**src/rtl/vx_csr_seq_pkg.sv**
```systemverilog
// Shared types and helpers for the warp-to-port CSR pid sequencer.
package vx_csr_seq_pkg;

    localparam int UUID_W_DEF = 44;
    localparam int NW_W_DEF   = 2;
    localparam int ADDR_W_DEF = 12;
    localparam int XLEN_DEF   = 32;

    typedef enum logic [1:0] {
        IDLE  = 2'd0,
        ISSUE = 2'd1,
        RSP   = 2'd2
    } seq_state_t;

    // Index width that stays at least one bit wide for single-packet configs.
    function automatic int log2up(input int n);
        return (n > 1) ? $clog2(n) : 1;
    endfunction

    function automatic int num_packets(input int threads, input int lanes);
        return threads / lanes;
    endfunction

    function automatic int slice_base(input int pid, input int lanes);
        return pid * lanes;
    endfunction

endpackage

```
**src/rtl/vx_csr_pkt_select.sv**
```systemverilog
// Finds the lowest packet with a non-empty tmask slice, either from 0 (first) or strictly above cur_pid.
// Purely combinational, zero latency, no flow control.
import vx_csr_seq_pkg::*;

module vx_csr_pkt_select #(
    parameter  int NUM_THREADS = 8,
    parameter  int NUM_LANES   = 4,
    localparam int NUM_PACKETS = num_packets(NUM_THREADS, NUM_LANES),
    localparam int PID_WIDTH   = log2up(NUM_PACKETS)
) (
    input  logic [NUM_THREADS-1:0] tmask,
    input  logic [PID_WIDTH-1:0]   cur_pid,
    input  logic                   first,
    output logic [PID_WIDTH-1:0]   next_pid,
    output logic                   found
);

    logic [NUM_PACKETS-1:0] pkt_active;

    always_comb begin
        pkt_active = '0;
        for (int p = 0; p < NUM_PACKETS; p++) begin
            pkt_active[p] = |tmask[slice_base(p, NUM_LANES) +: NUM_LANES];
        end
    end

    // Walk downward so the lowest qualifying packet wins.
    always_comb begin
        next_pid = '0;
        found    = 1'b0;
        for (int p = NUM_PACKETS - 1; p >= 0; p--) begin
            if (pkt_active[p] && (first || (p > int'(cur_pid)))) begin
                next_pid = PID_WIDTH'(p);
                found    = 1'b1;
            end
        end
    end

endmodule

```
**src/rtl/vx_csr_pid_sequencer.sv**
```systemverilog
// Splits one full-warp CSR access into per-packet CSR port accesses and gathers read data into a warp response.
// Latency accept->rsp_valid = active packets + 1 cycle; one request in flight, req_ready low until rsp handshake.
import vx_csr_seq_pkg::*;

module vx_csr_pid_sequencer #(
    parameter  int NUM_THREADS = 8,
    parameter  int NUM_LANES   = 4,
    parameter  int UUID_W      = UUID_W_DEF,
    parameter  int NW_W        = NW_W_DEF,
    parameter  int ADDR_W      = ADDR_W_DEF,
    parameter  int XLEN        = XLEN_DEF,
    localparam int NUM_PACKETS = num_packets(NUM_THREADS, NUM_LANES),
    localparam int PID_WIDTH   = log2up(NUM_PACKETS)
) (
    input  logic                        clk,
    input  logic                        reset_n,

    input  logic                        req_valid,
    output logic                        req_ready,
    input  logic [UUID_W-1:0]           req_uuid,
    input  logic [NW_W-1:0]             req_wid,
    input  logic [NUM_THREADS-1:0]      req_tmask,
    input  logic [ADDR_W-1:0]           req_addr,
    input  logic                        req_rd,
    input  logic                        req_wr,
    input  logic [NUM_THREADS*XLEN-1:0] req_data,

    output logic                        rsp_valid,
    input  logic                        rsp_ready,
    output logic [UUID_W-1:0]           rsp_uuid,
    output logic [NW_W-1:0]             rsp_wid,
    output logic [NUM_THREADS-1:0]      rsp_tmask,
    output logic [NUM_THREADS*XLEN-1:0] rsp_data,

    output logic                        csr_read_enable,
    output logic                        csr_write_enable,
    output logic [UUID_W-1:0]           csr_uuid,
    output logic [NW_W-1:0]             csr_wid,
    output logic [NUM_LANES-1:0]        csr_tmask,
    output logic [PID_WIDTH-1:0]        csr_pid,
    output logic [ADDR_W-1:0]           csr_addr,
    output logic [NUM_LANES*XLEN-1:0]   csr_write_data,
    input  logic [NUM_LANES*XLEN-1:0]   csr_read_data
);

    seq_state_t                  state, state_nxt;
    logic [PID_WIDTH-1:0]        pid, pid_nxt;

    logic [UUID_W-1:0]           uuid_q;
    logic [NW_W-1:0]             wid_q;
    logic [NUM_THREADS-1:0]      tmask_q;
    logic [ADDR_W-1:0]           addr_q;
    logic                        rd_q;
    logic                        wr_q;
    logic [NUM_THREADS*XLEN-1:0] data_q;
    logic [NUM_THREADS*XLEN-1:0] rsp_buf;

    logic [NUM_THREADS-1:0]      sel_tmask;
    logic                        sel_first;
    logic [PID_WIDTH-1:0]        sel_pid;
    logic                        sel_found;
    logic                        accept;

    // In IDLE the finder looks at the incoming mask to pick the first packet.
    assign sel_first = (state == IDLE);
    assign sel_tmask = sel_first ? req_tmask : tmask_q;
    assign accept    = (state == IDLE) && req_valid;

    vx_csr_pkt_select #(
        .NUM_THREADS (NUM_THREADS),
        .NUM_LANES   (NUM_LANES)
    ) u_pkt_select (
        .tmask    (sel_tmask),
        .cur_pid  (pid),
        .first    (sel_first),
        .next_pid (sel_pid),
        .found    (sel_found)
    );

    always_comb begin
        state_nxt        = state;
        pid_nxt          = pid;
        req_ready        = 1'b0;
        rsp_valid        = 1'b0;
        csr_read_enable  = 1'b0;
        csr_write_enable = 1'b0;
        unique case (state)
            IDLE: begin
                req_ready = 1'b1;
                if (req_valid) begin
                    if (!sel_found || (!req_rd && !req_wr)) begin
                        pid_nxt   = '0;
                        state_nxt = RSP;
                    end else begin
                        pid_nxt   = sel_pid;
                        state_nxt = ISSUE;
                    end
                end
            end
            ISSUE: begin
                csr_read_enable  = rd_q;
                csr_write_enable = wr_q;
                if (sel_found) begin
                    pid_nxt = sel_pid;
                end else begin
                    state_nxt = RSP;
                end
            end
            RSP: begin
                rsp_valid = 1'b1;
                if (rsp_ready) begin
                    state_nxt = IDLE;
                    pid_nxt   = '0;
                end
            end
            default: begin
                state_nxt = IDLE;
                pid_nxt   = '0;
            end
        endcase
    end

    always_ff @(posedge clk or negedge reset_n) begin
        if (!reset_n) begin
            state <= IDLE;
            pid   <= '0;
        end else begin
            state <= state_nxt;
            pid   <= pid_nxt;
        end
    end

    always_ff @(posedge clk or negedge reset_n) begin
        if (!reset_n) begin
            uuid_q  <= '0;
            wid_q   <= '0;
            tmask_q <= '0;
            addr_q  <= '0;
            rd_q    <= 1'b0;
            wr_q    <= 1'b0;
            data_q  <= '0;
            rsp_buf <= '0;
        end else if (accept) begin
            uuid_q  <= req_uuid;
            wid_q   <= req_wid;
            tmask_q <= req_tmask;
            addr_q  <= req_addr;
            rd_q    <= req_rd;
            wr_q    <= req_wr;
            data_q  <= req_data;
            rsp_buf <= '0;
        end else if ((state == ISSUE) && rd_q) begin
            // Slave read data is the pre-write value, captured on the same edge the write commits.
            for (int p = 0; p < NUM_PACKETS; p++) begin
                for (int l = 0; l < NUM_LANES; l++) begin
                    if ((pid == PID_WIDTH'(p)) && tmask_q[slice_base(p, NUM_LANES) + l]) begin
                        rsp_buf[(slice_base(p, NUM_LANES) + l)*XLEN +: XLEN] <= csr_read_data[l*XLEN +: XLEN];
                    end
                end
            end
        end
    end

    always_comb begin
        csr_tmask      = '0;
        csr_write_data = '0;
        if (state == ISSUE) begin
            for (int p = 0; p < NUM_PACKETS; p++) begin
                if (pid == PID_WIDTH'(p)) begin
                    csr_tmask      = tmask_q[slice_base(p, NUM_LANES) +: NUM_LANES];
                    csr_write_data = data_q[slice_base(p, NUM_LANES)*XLEN +: NUM_LANES*XLEN];
                end
            end
        end
    end

    assign csr_uuid  = uuid_q;
    assign csr_wid   = wid_q;
    assign csr_pid   = pid;
    assign csr_addr  = addr_q;

    assign rsp_uuid  = uuid_q;
    assign rsp_wid   = wid_q;
    assign rsp_tmask = tmask_q;
    assign rsp_data  = rsp_buf;

endmodule

```
**config.mk**
```make
export PLATFORM = sky130hd
export DESIGN_NAME = vx_csr_pid_sequencer
export DESIGN_NICKNAME = d
export VERILOG_FILES = /design/src/rtl/vx_csr_seq_pkg.sv /design/src/rtl/vx_csr_pkt_select.sv /design/src/rtl/vx_csr_pid_sequencer.sv
export SDC_FILE = /design/constraint.sdc
export NUM_CORES = 1
export LEC_CHECK = 0
export ABC_AREA = 1
export CORE_AREA = 2 2 375 377
export CTS_CLUSTER_DIAMETER = 40
export CTS_CLUSTER_SIZE = 25
export DETAILED_ROUTE_END_ITERATION = 7
export DIE_AREA = 0 0 377 379
export GPL_TIMING_DRIVEN = 0
export HOLD_SLACK_MARGIN = 0.06
export SLEW_MARGIN = 40
export SYNTH_ARGS = -nofsm -noshare
export SYNTH_HDL_FRONTEND = slang
export SYNTH_SLANG_ARGS = --single-unit
export TNS_END_PERCENT = 50
```
**constraint.sdc**
```tcl
create_clock -name clk -period 1.39 [get_ports clk]
set_input_delay 0.139 -clock clk [delete_from_list [all_inputs] [get_ports clk]]
set_output_delay 0.139 -clock clk [all_outputs]
set_load 0.03 [all_outputs]
```
==> results of run 1 <==
==> routing by layer <==
layer | GRT usage (%) | vias up | share of wire [%]
li1 | - | 13200 | -
met1 | 23.3 | 14100 | 39
met2 | 34.4 | 1176 | 49
met3 | 5.69 | 344 | 7.1
met4 | 9.40 | 28 | 4.9
met5 | 0 | - | 0.12
==> registers in the layout (all words and copies together) (netlist names), 2 cells and up <==
name and cells:
rsp_tmask 8, state 2, csr_addr 12, data_q 256
csr_wid 2, csr_uuid 44, rsp_data 256
==> Yosys cell counts, drive strengths merged <==
| cell | number | area, µm² |
|---|---|---|
| a21oi | 134 | 671 |
| clkbuf | 50 | 206 |
| nand3 | 5 | 25.0 |
| dfrtp | 583 | 14600 |
| buf | 173 | 1060 |
| inv | 363 | 1360 |
| nand2 | 1571 | 5920 |
| o21a | 1 | 7.51 |
| o21ai | 233 | 1250 |
| nor2 | 139 | 537 |
| a21boi | 1 | 7.51 |
==> power groups by stage <==
stage                     Clock, µW  Sequential, µW  Combinational (µW)
after floorplan                   0           37100               23700
after global placement            0           30000               56100
after detailed placement          0           30000               56700
after CTS                     29800           30500               68700
after global routing          30700           31600               76400
final                         29400           30900               72500
==> path summary, 6_finish.rpt <==
check / endpoint / slack [ns] / depth (start not counted)
max: csr_write_data[110] / -1.06 / 7
min: rsp_data[244] / -0.61 / 2
max reg2reg: data_q[3] / -0.81 / 15
min reg2reg: data_q[228] / 0.47 / 2
max in group asynchronous: data_q[31] / 0.47 / 4
min in group clk: rsp_data[20] / 0.10 / 5
==> layout make-up <==
| type | instances | area [µm²] | area share, % |
|---|---|---|---|
| timing repair buffer | 1605 | 17400 | 32.5 |
| sequential | 583 | 14600 | 27.3 |
| multi-input combinational | 2085 | 10800 | 20.2 |
| clock buffer | 132 | 3030 | 5.66 |
| buffer | 216 | 2900 | 5.42 |
| tap | 1807 | 2260 | 4.22 |
| inverter | 363 | 1410 | 2.63 |
| clock inverter | 83 | 1100 | 2.05 |
| antenna | 8 | 20.0 | 0.0374 |
==> layout by cell type, fill, tap and decap left out, drive strengths merged <==
master / n
buf: 635
clkbuf: 189
o21a: 1
bufbuf: 2
clkdlybuf4s18: 1
a21boi: 1
diode: 8
clkdlybuf4s50: 721
bufinv: 15
clkinv: 38
o21ai: 234
clkinvlp: 12
dfrtp: 583
dlygate4sd3: 404
a21oi: 134
nor2: 139
clkdlybuf4s15: 1
nand3: 5
nand2: 1571
inv: 381
==> cells by family after synthesis <==
kind of cell / count (synthesis) / synth area share (%)
DFF: 583 / 56.9
buffers and inverters: 586 / 10.3
and+or+nand+nor: 1715 / 25.3
AOI/OAI and AO/OA: 369 / 7.54
==> timing repair <==
item / CTS / global route
pin swaps: 37 / 41
endpoints found under the setup margin: 1086 / 1088
cloned: 28 / 25
resized for setup: 2100 / 288
buffers inserted: 128 / 66
endpoints found under the hold margin: 779 / 312
==> per-stage QoR <==
step                      setup TNS, ns  total power [µW]  util, %  instances
after global routing            -772.75            139000     38.5       6876
after detailed placement        -534.15             86700     28.6       6027
final                           -690.38            133000     38.6       6882
after global placement                -             86100     28.5       6020
after floorplan                 -122.21             60800        -       3253
after CTS                       -630.80            129000     37.4       6801
==> results.yml, run 1 <==
final_layout:
  drive_gt1_share_pct: 24.9
  fin_nets: 5423
  syn_to_final_growth_pct: 109
  postLayoutCellArea_um2: 53500
  filler_cell_count: 13500
critical_path:
  start_kind: "register"
  setup.worst_path.start: "state[1]"
  rr_startpoint: "state[0]"
  crit_required_ns: 1.25
  path_common_cell: "buf_12"
  crit_path_end_kind: "output port"
  path_class: "reg2out"
  cpMaxStageDelayCell: "dfrtp_2"
  cp_max_fo: 10
  crit_path_cell_trace: "nor2_4 > inv_8 > buf_16 > buf_12 > buf_12 > a21oi_4 > buf_6"
  slowest_delay_ns: 0.44
  path_buf_inv: 5
  path_delay_family: "buffers and inverters"
  worstPathArrival_ns: 2.31
timing:
  setup_violations: 1087
  min_period_ns: 2.45
  finClkSkew_ns: 0.0813
  grt_setup_unrepaired: "true"
  period_share_pct: 176
  hold_viol_final: 312
  setup_slack_ns: -1.06
  maxSlewHeadroom_pct: 59.7
  slew_violations: 0
  fmax_ghz: 0.409
  worst_pin_slew_ns: 0.604
  whs_ns: -0.607
power_and_ir_drop:
  ir_drop_v: 0.00139
  p_sw_uw: 58200
  p_int_uw: 74500
  swShare_pct: 43.8
  p_per_area_nw_per_um2: 2480
  seqPwrFrac_pct: 23.2
  pwr-share-clk_pct: 22.2
  pwr-share-comb_pct: 54.6
  p_leak_uw: 0.0249
outcome:
  violations: "hold timing, setup timing"
  status: "finished, violations left"
grt:
  antenna_found_initial: 30
  grt_overflow: 0
  grt_max_degree: 102
  grt_usage_pct: 20.2
  grt_pass1_vias: 29800
  grt_pass1_wl_mm: 207
clock_network:
  clock-sinks: 583
  cts_root_buffer: "clkbuf_16"
  clk_latency_ns: 0.75
  h-tree-depth: 3
  clockBufferDepth: 3
  tritoncts: "done"
  holdBufCountCts: 404
  path_clk_slew_ns: 0.06
  cts_buffers: 113
floorplan:
  dieArea_um2: 143000
  io_pins: 961
  die_x_um: 377
  coreArea_um2: 139000
  dieHeight_um: 379
  rows: 137
  initial_utilization_pct: 18.5
logic_synthesis:
  synth-seq-cells: 583
  synth_cells: 3253
  yosysWarnings: 0
  synthDistinctLibCells: 22
  yosysSeqAreaShare_pct: 56.9
  synth_area_um2: 25600
  synth_nets: 3709
  synth.avg_cell_area_um2: 7.88
route:
  wl_mm: 153
  drc_errors: 0
  via_per_inst: 4.19
  vias: 28900
  ant_nets: 0
  dr.pass1.iters: 5
  drt_iter0_markers: 1603
  wire_per_inst_um: 22.2
flow_run:
  max-cap-violations: 0
placement:
  hpwlAfterDp_mm: 109
  dp_slack_ns: -1.34
  io_buffers: 960
  place_congestion: 0.901
  placed_area_um2: 39700
min_path:
  hp-class: "in2async"
Power figures use the tool's default switching activity.
==> run 2: changes to the inputs <==
--- a/config.mk
+++ b/config.mk
@@ -6,11 +6,11 @@
 export NUM_CORES = 1
 export LEC_CHECK = 0
 export ABC_AREA = 1
-export CORE_AREA = 2 2 375 377
+export CORE_AREA = 2 2 369 371
 export CTS_CLUSTER_DIAMETER = 40
 export CTS_CLUSTER_SIZE = 25
 export DETAILED_ROUTE_END_ITERATION = 7
-export DIE_AREA = 0 0 377 379
+export DIE_AREA = 0 0 371 373
 export GPL_TIMING_DRIVEN = 0
 export HOLD_SLACK_MARGIN = 0.06
 export SLEW_MARGIN = 40
==> results.yml, run 2 (synthesis results as in run 1) <==
critical_path:
  crit_required_ns: 1.25
  rr_startpoint: "state[0]"
  setup.worst_path.start: "state[0]"
  crit_path_end_kind: "output port"
  ff2ff_path_depth: 9
  path_class: "reg2out"
  start_kind: "register"
  worstPathArrival_ns: 2.26
  cp_max_fo: 11
power_and_ir_drop:
  ir_drop_v: 0.00168
  p_total_uw: 127000
  p_leak_uw: 0.0237
  p_per_area_nw_per_um2: 2470
final_layout:
  fin_nets: 5318
  final_cell_mix: "nand2_1 (1,412), clkdlybuf4s50_1 (818), dfrtp_1 (578)"
  stdcell_count: 6758
  drive_gt1_share_pct: 20.5
  syn_to_final_growth_pct: 100
  mostFrequentLayoutCell: "nand2_1"
floorplan:
  coreArea_um2: 135000
  die_x_um: 371
  dieHeight_um: 373
  dieArea_um2: 138000
  rows: 135
  io_pins: 961
  initial_utilization_pct: 19.0
placement:
  io_buffers: 960
  hpwlAfterDp_mm: 107
  place_congestion: 0.912
  dpl.cell_count: 6000
timing:
  period_share_pct: 172
  hold_viol_final: 247
  whs_ns: -0.685
  fmax_ghz: 0.417
  finClkSkew_ns: 0.0438
  slew_violations: 0
  grt_setup_unrepaired: "true"
  setup_slack_ns: -1.01
  worst_pin_slew_ns: 0.700
  maxSlewHeadroom_pct: 53.2
  min_period_ns: 2.40
  setup_violations: 1088
clock_network:
  cts_buffers: 110
  tritoncts: "done"
  clk_latency_ns: 0.71
  clockBufferDepth: 3
  clock-sinks: 583
  path_clk_slew_ns: 0.06
  cts_root_buffer: "clkbuf_16"
  holdBufCountCts: 400
  h-tree-depth: 3
grt:
  grt_pass1_vias: 28700
  grt_overflow: 0
  antenna_found_initial: 27
  grt_max_degree: 99
  grt_usage_pct: 20.1
  grt_pass1_wl_mm: 201
route:
  wl_mm: 147
  vias: 28100
  dr.pass1.iters: 7
  wire_per_inst_um: 21.7
  ant_nets: 0
  drc_errors: 0
  via_per_inst: 4.15
  drt_iter0_markers: 1823
outcome:
  violations: "hold timing, setup timing"
  status: "finished, violations left"
min_path:
  hp-class: "in2async"
flow_run:
  max-cap-violations: 0
## run 2: cell types whose count changed in the layout (fill, tap and decap cells not counted), sizes merged, moves of 3 or more
cell / previous run / this run
buf: 635 / 443
clkdlybuf4s50: 721 / 818
clkinv: 38 / 24
inv: 381 / 395
diode: 8 / 20
clkbuf: 189 / 184
dlygate4sd3: 404 / 400
bufinv: 15 / 12
## run 2: critical path, stage by stage, from the launching register on
cell and delay, ns:
dfrtp_1 0.38, inv_2 0.07, nor2_4 0.13, buf_12 0.15, inv_16 0.07, buf_16 0.16
buf_16 0.15, buf_12 0.14, a21oi_4 0.12, buf_6 0.15
## run 2: layout make-up
type / instances / area [µm²]
fillers: 13100 / 83300
repair buffers: 1503 / 15900
flip-flops and latches: 583 / 14600
multi-input cells: 2085 / 10800
clock buffers: 127 / 2940
plain buffers: 216 / 2400
well taps: 1781 / 2230
inverters: 363 / 1410
clock inverters: 80 / 982
diodes: 20 / 50.0
## run 2: path summary, 6_finish.rpt
kind	to	slack, ns
min in group clk	rsp_data[131]	0.11
max	csr_write_data[68]	-1.01
min	rsp_data[244]	-0.69
max reg2reg	rsp_data[212]	-0.85
max in group asynchronous	data_q[219]	0.12
min reg2reg	data_q[161]	0.47
## run 2: timing repair
| item | 4_1_cts | 5_1_grt |
|---|---|---|
| hold endpoints to repair | 708 | 247 |
| setup buffers | 31 | 78 |
| pin swaps | 22 | 54 |
| resized for setup | 973 | 500 |
| gates cloned | 15 | 16 |
| endpoints found under the setup margin | 1087 | 1137 |
## run 2: power breakdown
part           leakage (µW)  internal (µW)  switching, µW
Clock               0.00189          17700          10600
Combinational        0.0145          27400          40000
Sequential          0.00730          24800           5960
Total                0.0237          70000          56600
## run 2: layer usage
| metal | vias to the layer above | routed length, µm | part of all wire (%) | GRT usage, % |
|---|---|---|---|---|
| li1 | 13000 | - | - | - |
| met1 | 13500 | 59500 | 41 | 24.4 |
| met4 | 16 | 6830 | 4.7 | 8.76 |
| met2 | 1181 | 69000 | 47 | 33.0 |
| met5 | - | 117 | 0.080 | 0 |
| met3 | 306 | 11200 | 7.7 | 5.64 |
## run 2: per-stage QoR
step	cell area [µm²]	TNS (ns)	setup WS [ns]	hold slack, ns	utilization (%)
after floorplan	27700	-122.21	-0.248	-0.157	-
after global placement	39500	-	-30.02	0.455	29.3
after detailed placement	39700	-650.72	-1.65	0.0849	29.5
after CTS	49200	-776.09	-1.15	-0.729	36.5
after global routing	51300	-788.12	-1.13	-0.714	38.1
final	51300	-695.34	-1.01	-0.685	38.1
==> run 3: changes to the inputs <==
--- a/config.mk
+++ b/config.mk
@@ -8,7 +8,6 @@
 export ABC_AREA = 1
 export CORE_AREA = 2 2 369 371
 export CTS_CLUSTER_DIAMETER = 40
-export CTS_CLUSTER_SIZE = 25
 export DETAILED_ROUTE_END_ITERATION = 7
 export DIE_AREA = 0 0 371 373
 export GPL_TIMING_DRIVEN = 0
==> results.yml, run 3 (synthesis results as in run 1) <==
grt:
  grt_overflow: 0
  grt_max_degree: 99
  grt_pass1_wl_mm: 201
  grt_usage_pct: 20.1
  antenna_found_initial: 24
  grt_pass1_vias: 28700
timing:
  worst_pin_slew_ns: 0.804
  whs_ns: -0.699
  maxSlewHeadroom_pct: 46.2
  min_period_ns: 2.39
  slew_violations: 0
  grt_setup_unrepaired: "true"
  setup_slack_ns: -1.00
  period_share_pct: 172
  fmax_ghz: 0.418
  hold_viol_final: 247
  finClkSkew_ns: 0.0513
  setup_violations: 1088
  setup_tns_ns: -718.02
floorplan:
  dieArea_um2: 138000
  dieHeight_um: 373
  die_x_um: 371
  rows: 135
  io_pins: 961
  coreArea_um2: 135000
  initial_utilization_pct: 19.0
final_layout:
  postLayoutCellArea_um2: 51100
  syn_to_final_growth_pct: 99.2
  drive_gt1_share_pct: 20.2
  mostFrequentLayoutCell: "nand2_1"
  final_cell_mix: "nand2_1 (1,416), clkdlybuf4s50_1 (817), dfrtp_1 (578)"
  fin_nets: 5308
  filler_cell_count: 13100
power_and_ir_drop:
  pwr-share-comb_pct: 52.9
  seqPwrFrac_pct: 24.4
  p_int_uw: 69700
  p_sw_uw: 56500
  ir_drop_v: 0.00155
  p_leak_uw: 0.0237
  swShare_pct: 44.8
  p_per_area_nw_per_um2: 2470
  pwr-share-clk_pct: 22.8
route:
  wire_per_inst_um: 21.7
  wl_mm: 147
  ant_nets: 0
  drc_errors: 0
  via_per_inst: 4.17
  top_layer: "met5"
  wl_met1_mm: 60.2
  dr_wl_met2_mm: 69.1
  drt_iter0_markers: 1894
  met3WireLength_mm: 10.6
  vias: 28100
  dr.pass1.iters: 6
clock_network:
  holdBufCountCts: 404
  clock-sinks: 583
  cts_buffers: 111
  cts_root_buffer: "clkbuf_16"
  path_clk_slew_ns: 0.06
  h-tree-depth: 3
  clk_latency_ns: 0.72
  tritoncts: "done"
  clockBufferDepth: 3
outcome:
  violations: "hold timing, setup timing"
  status: "finished, violations left"
critical_path:
  start_kind: "register"
  crit_required_ns: 1.25
  path_class: "reg2out"
  cp_max_fo: 6
  crit_path_end_kind: "output port"
  ff2ff_path_depth: 10
  worstPathArrival_ns: 2.25
placement:
  placed_area_um2: 39700
  io_buffers: 960
  place_congestion: 0.912
  hpwlAfterDp_mm: 107
min_path:
  hp-class: "in2async"
flow_run:
  max-cap-violations: 0
run 3: cell count changes in the layout (fill, tap and decap cells not counted), sizes merged, moves of 2 or more:
| cell | change |
|---|---|
| inv | -2 |
| clkinv | +5 |
| diode | -3 |
| dlygate4sd3 | +4 |
| clkinvlp | -2 |
| clkbuf | +5 |
| buf | -17 |
run 3: critical path, cell delays in order, from the launching register on:
cell and delay [ns]:
dfrtp_2 0.42, buf_12 0.16, clkinv_16 0.07, buf_16 0.13, buf_12 0.12, clkbuf_16 0.15
buf_8 0.10, nand2_8 0.05, a21oi_4 0.15, buf_6 0.15
run 3: routing by layer:
layer | GRT usage (%) | vias up
li1 | - | 13000
met1 | 24.7 | 13700
met2 | 33.3 | 1154
met3 | 5.30 | 304
met4 | 8.34 | 16
met5 | 0 | -
run 3: power groups by stage:
stage	clock network (µW)	logic [µW]	registers [µW]
after CTS	29200	62600	30200
after global routing	30000	70600	31600
final	28700	66700	30800
after detailed placement	0	56800	30100
after global placement	0	56200	30200
after floorplan	0	23700	37100
run 3: final cells by class:
type / instances / area [µm²] / share of cell area [%]
timing repair buffer: 1491 / 15800 / 30.9
sequential: 583 / 14600 / 28.6
multi-input combinational: 2085 / 10700 / 20.9
clock buffer: 130 / 3000 / 5.88
buffer: 217 / 2350 / 4.60
tap: 1781 / 2230 / 4.36
inverter: 363 / 1410 / 2.76
clock inverter: 81 / 996 / 1.95
antenna: 17 / 42.5 / 0.0833
run 3: worst paths after layout:
check / startpoint / end / slack, ns
max: csr_pid / csr_write_data[48] / -1.00
min: reset_n / rsp_data[244] / -0.70
max reg2reg: state[0] / rsp_data[148] / -0.88
min reg2reg: data_q[161] / data_q[161] / 0.47
max in group asynchronous: reset_n / data_q[219] / 0.15
min in group clk: csr_read_data[3] / rsp_data[131] / 0.11
run 3: per-stage QoR:
stage | power [µW] | setup slack [ns] | cells | util (%)
after floorplan | 60800 | -0.248 | 3253 | -
after global placement | 86400 | -30.02 | 5994 | 29.3
after detailed placement | 86900 | -1.65 | 6000 | 29.5
after CTS | 122000 | -1.16 | 6661 | 36.6
after global routing | 132000 | -1.14 | 6738 | 37.9
final | 126000 | -1.00 | 6748 | 37.9
run 3: timing repair:
item / in CTS / in global routing
gates resized for setup: 973 / 439
gates cloned: 15 / 15
hold endpoints to repair: 715 / 247
pin swaps: 22 / 52
setup buffers: 31 / 63
endpoints found under the setup margin: 1087 / 1138
